--- src/rtl/anim_pkg.sv ---
// Purpose: shared state encoding and sizing helper for the animation sequencer.
// Latency: n/a (types and constants only).
// Backpressure: n/a.
package anim_pkg;

    localparam int STATE_W = 3;

    // Codes 5..7 are unused; the sequencer treats them as illegal and recovers to ST_INIT.
    typedef enum logic [STATE_W-1:0] {
        ST_INIT  = 3'd0,
        ST_ERASE = 3'd1,
        ST_MOVE  = 3'd2,
        ST_DRAW  = 3'd3,
        ST_WAIT  = 3'd4
    } anim_state_t;

    // Width of an object index; a single-object build still gets a 1-bit select.
    function automatic int obj_w(input int n);
        return (n <= 1) ? 1 : $clog2(n);
    endfunction

endpackage

--- src/rtl/frame_timer.sv ---
// Purpose: frame-rate tick generator plus a pausable frame counter that pulses once per animation step.
// Latency: frame_tick/step_pulse are combinational decodes of the registered counters (same cycle).
// Backpressure: none; pause freezes only the frame counter, the tick counter free-runs.
// Ports: clk, resetn (sync, active-high), pause in; frame_tick, step_pulse out.
module frame_timer #(
    parameter int CLK_HZ          = 50_000_000,
    parameter int FRAME_HZ        = 60,
    parameter int FRAMES_PER_STEP = 60
) (
    input  logic clk,
    input  logic resetn,
    input  logic pause,
    output logic frame_tick,
    output logic step_pulse
);

    localparam int TICKS = CLK_HZ / FRAME_HZ;
    localparam int TW    = $clog2(TICKS);
    localparam int FW    = 8;

    localparam logic [TW-1:0] TICK_RELOAD  = TW'(TICKS - 1);
    localparam logic [FW-1:0] FRAME_RELOAD = FW'(FRAMES_PER_STEP - 1);

    logic [TW-1:0] tick_cnt;
    logic [FW-1:0] frame_cnt;

    // Period is exactly TICKS cycles: the reload cycle is also the tick cycle.
    assign frame_tick = (tick_cnt == '0);
    assign step_pulse = frame_tick && !pause && (frame_cnt == '0);

    always_ff @(posedge clk) begin
        if (resetn) begin
            tick_cnt <= TICK_RELOAD;
        end else if (frame_tick) begin
            tick_cnt <= TICK_RELOAD;
        end else begin
            tick_cnt <= tick_cnt - TW'(1);
        end
    end

    always_ff @(posedge clk) begin
        if (resetn) begin
            frame_cnt <= FRAME_RELOAD;
        end else if (frame_tick && !pause) begin
            if (frame_cnt == '0) begin
                frame_cnt <= FRAME_RELOAD;
            end else begin
                frame_cnt <= frame_cnt - FW'(1);
            end
        end
    end

endmodule

--- src/rtl/anim_sequencer.sv ---
// Purpose: sequences INIT/ERASE/MOVE/DRAW passes over NUM_OBJ sprites at the animation step rate.
// Latency: Moore outputs from registered state; a sampled finish changes state on the next cycle.
// Backpressure: each ERASE/DRAW/INIT stalls until finish; refreshes arriving while one is pending are dropped.
// Ports: clk, resetn (sync, active-high), pause, finish, obj_colour in;
//        obj_sel, draw_color, wren, init, move, frame_tick, state out.
// Optional: define ANIM_OVERRUN_EN to add overrun_cnt[7:0], a saturating count of dropped refreshes.
module anim_sequencer
    import anim_pkg::*;
#(
    parameter int CLK_HZ          = 50_000_000,
    parameter int FRAME_HZ        = 60,
    parameter int FRAMES_PER_STEP = 60,
    parameter int NUM_OBJ         = 4,
    parameter int COLOR_W         = 3,
    parameter int BG_COLOUR       = 0
) (
    input  logic                          clk,
    input  logic                          resetn,
    input  logic                          pause,
    input  logic                          finish,
    input  logic [COLOR_W-1:0]            obj_colour,
    output logic [obj_w(NUM_OBJ)-1:0]     obj_sel,
    output logic [COLOR_W-1:0]            draw_color,
    output logic                          wren,
    output logic                          init,
    output logic                          move,
    output logic                          frame_tick,
    output logic [STATE_W-1:0]            state
`ifdef ANIM_OVERRUN_EN
    ,
    output logic [7:0]                    overrun_cnt
`endif
);

    localparam int OBJ_W = obj_w(NUM_OBJ);
    localparam logic [OBJ_W-1:0]   LAST_OBJ = OBJ_W'(NUM_OBJ - 1);
    localparam logic [COLOR_W-1:0] BG       = COLOR_W'(BG_COLOUR);

    anim_state_t      state_q, state_d;
    logic [OBJ_W-1:0] obj_sel_q, obj_sel_d;
    logic             refresh_pend;
    logic             pend_clr;
    logic             step_pulse;

    frame_timer #(
        .CLK_HZ         (CLK_HZ),
        .FRAME_HZ       (FRAME_HZ),
        .FRAMES_PER_STEP(FRAMES_PER_STEP)
    ) u_timer (
        .clk       (clk),
        .resetn    (resetn),
        .pause     (pause),
        .frame_tick(frame_tick),
        .step_pulse(step_pulse)
    );

    // Sticky request; a new step arriving in the same cycle as the clear survives.
    always_ff @(posedge clk) begin
        if (resetn) begin
            refresh_pend <= 1'b0;
        end else if (step_pulse) begin
            refresh_pend <= 1'b1;
        end else if (pend_clr) begin
            refresh_pend <= 1'b0;
        end
    end

`ifdef ANIM_OVERRUN_EN
    // A step coinciding with the clear replaces a consumed request, so it is not a drop.
    always_ff @(posedge clk) begin
        if (resetn) begin
            overrun_cnt <= '0;
        end else if (step_pulse && refresh_pend && !pend_clr && (overrun_cnt != 8'hFF)) begin
            overrun_cnt <= overrun_cnt + 8'd1;
        end
    end
`endif

    always_ff @(posedge clk) begin
        if (resetn) begin
            state_q   <= ST_INIT;
            obj_sel_q <= '0;
        end else begin
            state_q   <= state_d;
            obj_sel_q <= obj_sel_d;
        end
    end

    always_comb begin
        state_d   = state_q;
        obj_sel_d = obj_sel_q;
        pend_clr  = 1'b0;
        case (state_q)
            ST_INIT: begin
                if (finish) begin
                    if (obj_sel_q == LAST_OBJ) begin
                        state_d   = ST_WAIT;
                        obj_sel_d = '0;
                    end else begin
                        obj_sel_d = obj_sel_q + OBJ_W'(1);
                    end
                end
            end
            ST_WAIT: begin
                if (refresh_pend) begin
                    state_d   = ST_ERASE;
                    obj_sel_d = '0;
                    pend_clr  = 1'b1;
                end
            end
            ST_ERASE: begin
                if (finish) begin
                    state_d = ST_MOVE;
                end
            end
            ST_MOVE: begin
                state_d = ST_DRAW;
            end
            ST_DRAW: begin
                if (finish) begin
                    if (obj_sel_q == LAST_OBJ) begin
                        state_d   = ST_WAIT;
                        obj_sel_d = '0;
                    end else begin
                        state_d   = ST_ERASE;
                        obj_sel_d = obj_sel_q + OBJ_W'(1);
                    end
                end
            end
            default: begin
                state_d   = ST_INIT;
                obj_sel_d = '0;
            end
        endcase
    end

    always_comb begin
        wren       = 1'b0;
        init       = 1'b0;
        move       = 1'b0;
        draw_color = '0;
        case (state_q)
            ST_INIT: begin
                wren       = 1'b1;
                init       = 1'b1;
                draw_color = obj_colour;
            end
            ST_ERASE: begin
                wren       = 1'b1;
                draw_color = BG;
            end
            ST_MOVE: begin
                move = 1'b1;
            end
            ST_DRAW: begin
                wren       = 1'b1;
                draw_color = obj_colour;
            end
            default: begin
            end
        endcase
    end

    assign obj_sel = obj_sel_q;
    assign state   = state_q;

endmodule
--- config.mk ---
export PLATFORM = sky130hd
export DESIGN_NAME = anim_sequencer
export DESIGN_NICKNAME = d
export VERILOG_FILES = /design/src/rtl/anim_pkg.sv /design/src/rtl/frame_timer.sv /design/src/rtl/anim_sequencer.sv
export SDC_FILE = /design/constraint.sdc
export NUM_CORES = 1
export LEC_CHECK = 0
export ABC_AREA = 1
export CORE_ASPECT_RATIO = 1.75
export CORE_MARGIN = 2
export CORE_UTILIZATION = 56
export CTS_CLUSTER_DIAMETER = 120
export DETAILED_ROUTE_END_ITERATION = 10
export HOLD_SLACK_MARGIN = 0.02
export PLACE_DENSITY = 0.78
export REMOVE_ABC_BUFFERS = 1
export SLEW_MARGIN = 20
export SYNTH_ARGS = -nofsm -noshare
export SYNTH_HDL_FRONTEND = slang
export SYNTH_HIERARCHICAL = 1
export SYNTH_SLANG_ARGS = --single-unit
--- constraint.sdc ---
create_clock -name clk -period 1.4 [get_ports clk]
set_input_delay 0.28 -clock clk [delete_from_list [all_inputs] [get_ports clk]]
set_output_delay 0.28 -clock clk [all_outputs]
set_load 0.005 [all_outputs]
==> results of run 1 <==
what timing repair did:
action,4_1_cts
endpoints found under the setup margin,34
setup buffers,25
gates resized for setup,104
pin swaps,27
gates cloned,0
through the flow:
stage,cells,setup TNS (ps)
CTS,425,-1437
detailed placement,400,-2387
global placement,400,-1395
floorplan,279,0
kinds of logic after synthesis:
kind of cell	Yosys count	share of synthesized area
AOI/OAI and AO/OA	25	0.06589
xor gates and xnor gates	10	0.04522
adders and majority gates	6	0.03876
buffers and inverters	36	0.07364
DFF	34	0.3514
and+or+nand+nor	169	0.4251
routing by layer:
| metal | GRT usage | overflow |
|---|---|---|
| met3 | 0.3291 | 0 |
| met2 | 1.113 | 107 |
| met1 | 0.6331 | 2 |
| met4 | 1.031 | 64 |
| met5 | 0 | 0 |
==> results.cfg, run 1 <==
[clock_tree]
clock_path_buffers = 2
cts_root_buf = clkbuf_8
cts-buffers-inserted = 5
cts_hold_buf = 0
htree_levels = 2
clock-sinks = 34

[yosys]
synthCells = 280
synth_edf_count = 0
synth_flop_cell = dfxtp_1
synthTopCellsByCount = nand2_1 (59), nor2_1 (51), dfxtp_1 (34)
ys_seq_area_frac = 0.3514
syn_area_per_cell_um2 = 6.917
netlist_area_mm2 = 0.001937
yosys-top-cells-area = dfxtp_1 (35%), nand2_1 (11%), nor2_1 (9.9%), nand3_1 (5.9%), inv_1 (5.6%)
synth_top_area_cell = dfxtp_1
synth-seq-cells = 34
yosysTopAreaCellShare = 0.3514
post-synth-top-count-cell = nand2_1
ys_warn_count = 6
synth_async_sr_flop_share = 0
ys_types = 30

[die]
die_height_um = 81.80
rows = 28
initial_core_util = 0.5820
io_pins = 19
die_w_um = 48.46

[global_route]
grt-ovfl-total = 173
grt_max_degree = 11
track_usage = 0.7390

[sta]
worst_path_end_type = output port
grt-worst-endpoint = frame_tick

[outcome]
stop_stage = 5_1_grt
error = [ERROR GRT-0232] Routing congestion too high. Check the congestion heatmap in the GUI.
status = stopped before the end

[placement]
place_area_mm2 = 0.002610
place_hpwl_um = 3868
place_congestion = 0.8276
io_buffers = 18
post-place-ws_ps = -253.7
==> run 2, diff against run 1 <==
CORE_ASPECT_RATIO = not set   (was 1.75)
CORE_UTILIZATION = 40   (was 56)
CTS_CLUSTER_DIAMETER = not set   (was 120)
HOLD_SLACK_MARGIN = not set   (was 0.02)
PLACE_DENSITY = not set   (was 0.78)
PLACE_DENSITY_LB_ADDON = 0.15   (was not set)
==> results.cfg, run 2 <==
[layout]
layout_commonest_cell = buf_4
regArea_um2 = 701.9
mostFrequentLayoutCells = buf_4 (65), nand2_1 (38), nor2_1 (29)
drive_gt1_frac = 0.5457
syn_to_final_growth_pct = 71.19
max_flop_register = u_timer/tick_cnt
antennaDiodeCount = 0
largest_register_ffs = 20
fin_nets = 395
final_util = 0.7067
multi_input_area_mm2 = 0.001525
layout.cells.non_filler = 437
fill_cells = 362

[clock_tree]
clk_latency_ps = 290
clock-sinks = 34
cts_root_buf = clkbuf_8
cts-buffers-inserted = 5
cts_tree = done
clk_pin_slew_ps = 70
clock_path_buffers = 2
htree_levels = 2

[worst_setup_path]
required_ps = 1120
critical_path_class = flop to output port
critPathLaunchType = flop
cp_data_arrival_time_ps = 1280
path_max_fanout = 2
critPathCaptureType = output port

[yosys]
synth_xor_area_frac = 0.04522
ys_seq_area_frac = 0.3514
yosysTopAreaCellShare = 0.3514
ys_warn_count = 6
netlist_area_mm2 = 0.001937
synth_edf_count = 0
ys_types = 30
synthTopCellsByCount = nand2_1 (59), nor2_1 (51), dfxtp_1 (34)
synthCells = 280
synth_async_sr_flop_share = 0
synth_top_family_by_area = simple AND/OR/NAND/NOR gates
syn_area_per_cell_um2 = 6.917
synth_mux_area_frac = 0
synthAdderAreaFrac = 0.03876
synth_top_area_cell = dfxtp_1
post-synth-top-count-cell = nand2_1
synth-seq-cells = 34
synth_flop_cell = dfxtp_1
yosys-top-cells-area = dfxtp_1 (35%), nand2_1 (11%), nor2_1 (9.9%), nand3_1 (5.9%), inv_1 (5.6%)
synth-simple-area-share = 0.4251
synth_compound_area_frac = 0.06589

[sta]
rsz0062_at_grt = true
slew_headroom = 0.7355
hold_violations = 0
fin_ws_ps = -159.4
period_minus_slack_ps = 1559
clock.fmax_mhz = 641.3
worst_pin_slew_ps = 396.4
report.final.slew_viol_count = 0
setup_viol = 28
setup_tns_ps = -1488
timing.final.crit_share = 1.114
clock_skew_ps = 8.162

[die]
core_region_area_mm2 = 0.004692
io_pins = 19
die_area_mm2 = 0.005415
die_w_um = 73.59
die_height_um = 73.59
initial_core_util = 0.4128
rows = 25

[global_route]
grt_pass1_wl_um = 8280
track_usage = 0.2005
grt_antenna_before_repair = 0
grt-ovfl-total = 0
grt_pass1_vias = 1912
grt_max_degree = 12

[drt]
antenna_left = 0
wl_um = 5552
dr_total_vias = 2127
drt_iter0_drc = 76
viasPerCell = 4.867
avgRoutedWirePerCell_um = 12.70
route.detailed.drc = 0
firstDrtPassIters = 4

[placement]
post-place-ws_ps = -289.3
io_buffers = 18
place_hpwl_um = 3462
dp_cells = 408
place_congestion = 0.8376

[pwr]
power_density_mw_per_mm2 = 1267
ir_drop_uv = 811.8
power_mw = 4.202
leakage_nw = 1.533

[run]
drv_cap = 0

[outcome]
violations = setup timing
status = complete, but fails checks

[hold_path]
holdCritPathClass = flop to flop
run 2: cell type report:
type | instances | share of cell area
Multi-Input combinational cell | 211 | 0.4600
Timing Repair Buffer | 95 | 0.2355
Sequential cell | 34 | 0.2117
Inverter | 35 | 0.04491
Clock buffer | 7 | 0.02604
Tap cell | 54 | 0.02038
Clock inverter | 1 | 0.001509
run 2: worst max-delay path, stage by stage (launching register included):
cell and delay (ps):
dfxtp_2 340, nor2_4 120, nand2_2 100, nor3_4 140
nand2_2 80, nor2_4 110, buf_2 120
run 2: path summary, 6_finish.rpt:
| path | endpoint | cells past startpoint | from | slack, ps |
|---|---|---|---|---|
| setup / recovery | frame_tick | 6 | u_timer/tick_cnt[5] | -160 |
| hold / removal | u_timer/tick_cnt[0] | 1 | u_timer/tick_cnt[0] | 410 |
| setup reg to reg | u_timer/frame_cnt[7] | 9 | u_timer/tick_cnt[3] | -100 |
| hold reg to reg | u_timer/tick_cnt[0] | 1 | u_timer/tick_cnt[0] | 410 |
run 2: report_power, final:
part | leakage (nW) | internal, mW | switching, mW
Clock | 0.0482 | 0.397 | 0.367
Combinational | 1.20 | 1.16 | 1.11
Sequential | 0.280 | 1.08 | 0.0878
Total | 1.53 | 2.64 | 1.56
run 2: cells by family (layout without fill, tap and decap cells):
logic type | after synthesis | count (layout)
and+or+nand+nor | 169 | 170
buffers and inverters | 36 | 138
DFF | 34 | 34
AOI/OAI and AO/OA | 25 | 25
xor gates and xnor gates | 10 | 10
adders and majority gates | 6 | 6
run 2: metrics by stage:
stage | area [um2] | hold WS, ps
finish | 3316 | 410.2
global placement | 2601 | 398.7
detailed placement | 2601 | 405.0
CTS | 2918 | 434.4
global route | 3316 | 421.5
floorplan | 1926 | 349.1
run 2: timing repair:
action,CTS,global route
hold buffers,0,0
endpoints found under the setup margin,34,34
pin swaps,22,30
endpoints found under the hold margin,0,0
setup buffers,10,11
gates resized for setup,87,85
cloned,0,1
run 2: per-layer routing:
layer  global-route usage  vias to the layer above  wire length (um)
met4              0.06667                        0                85
met1               0.2235                      985              2306
li1                     -                     1096                 -
met5                    0                        -                 0
met3              0.04115                       11               150
met2               0.3740                       35              3008
(Power assumes the default switching activity.)
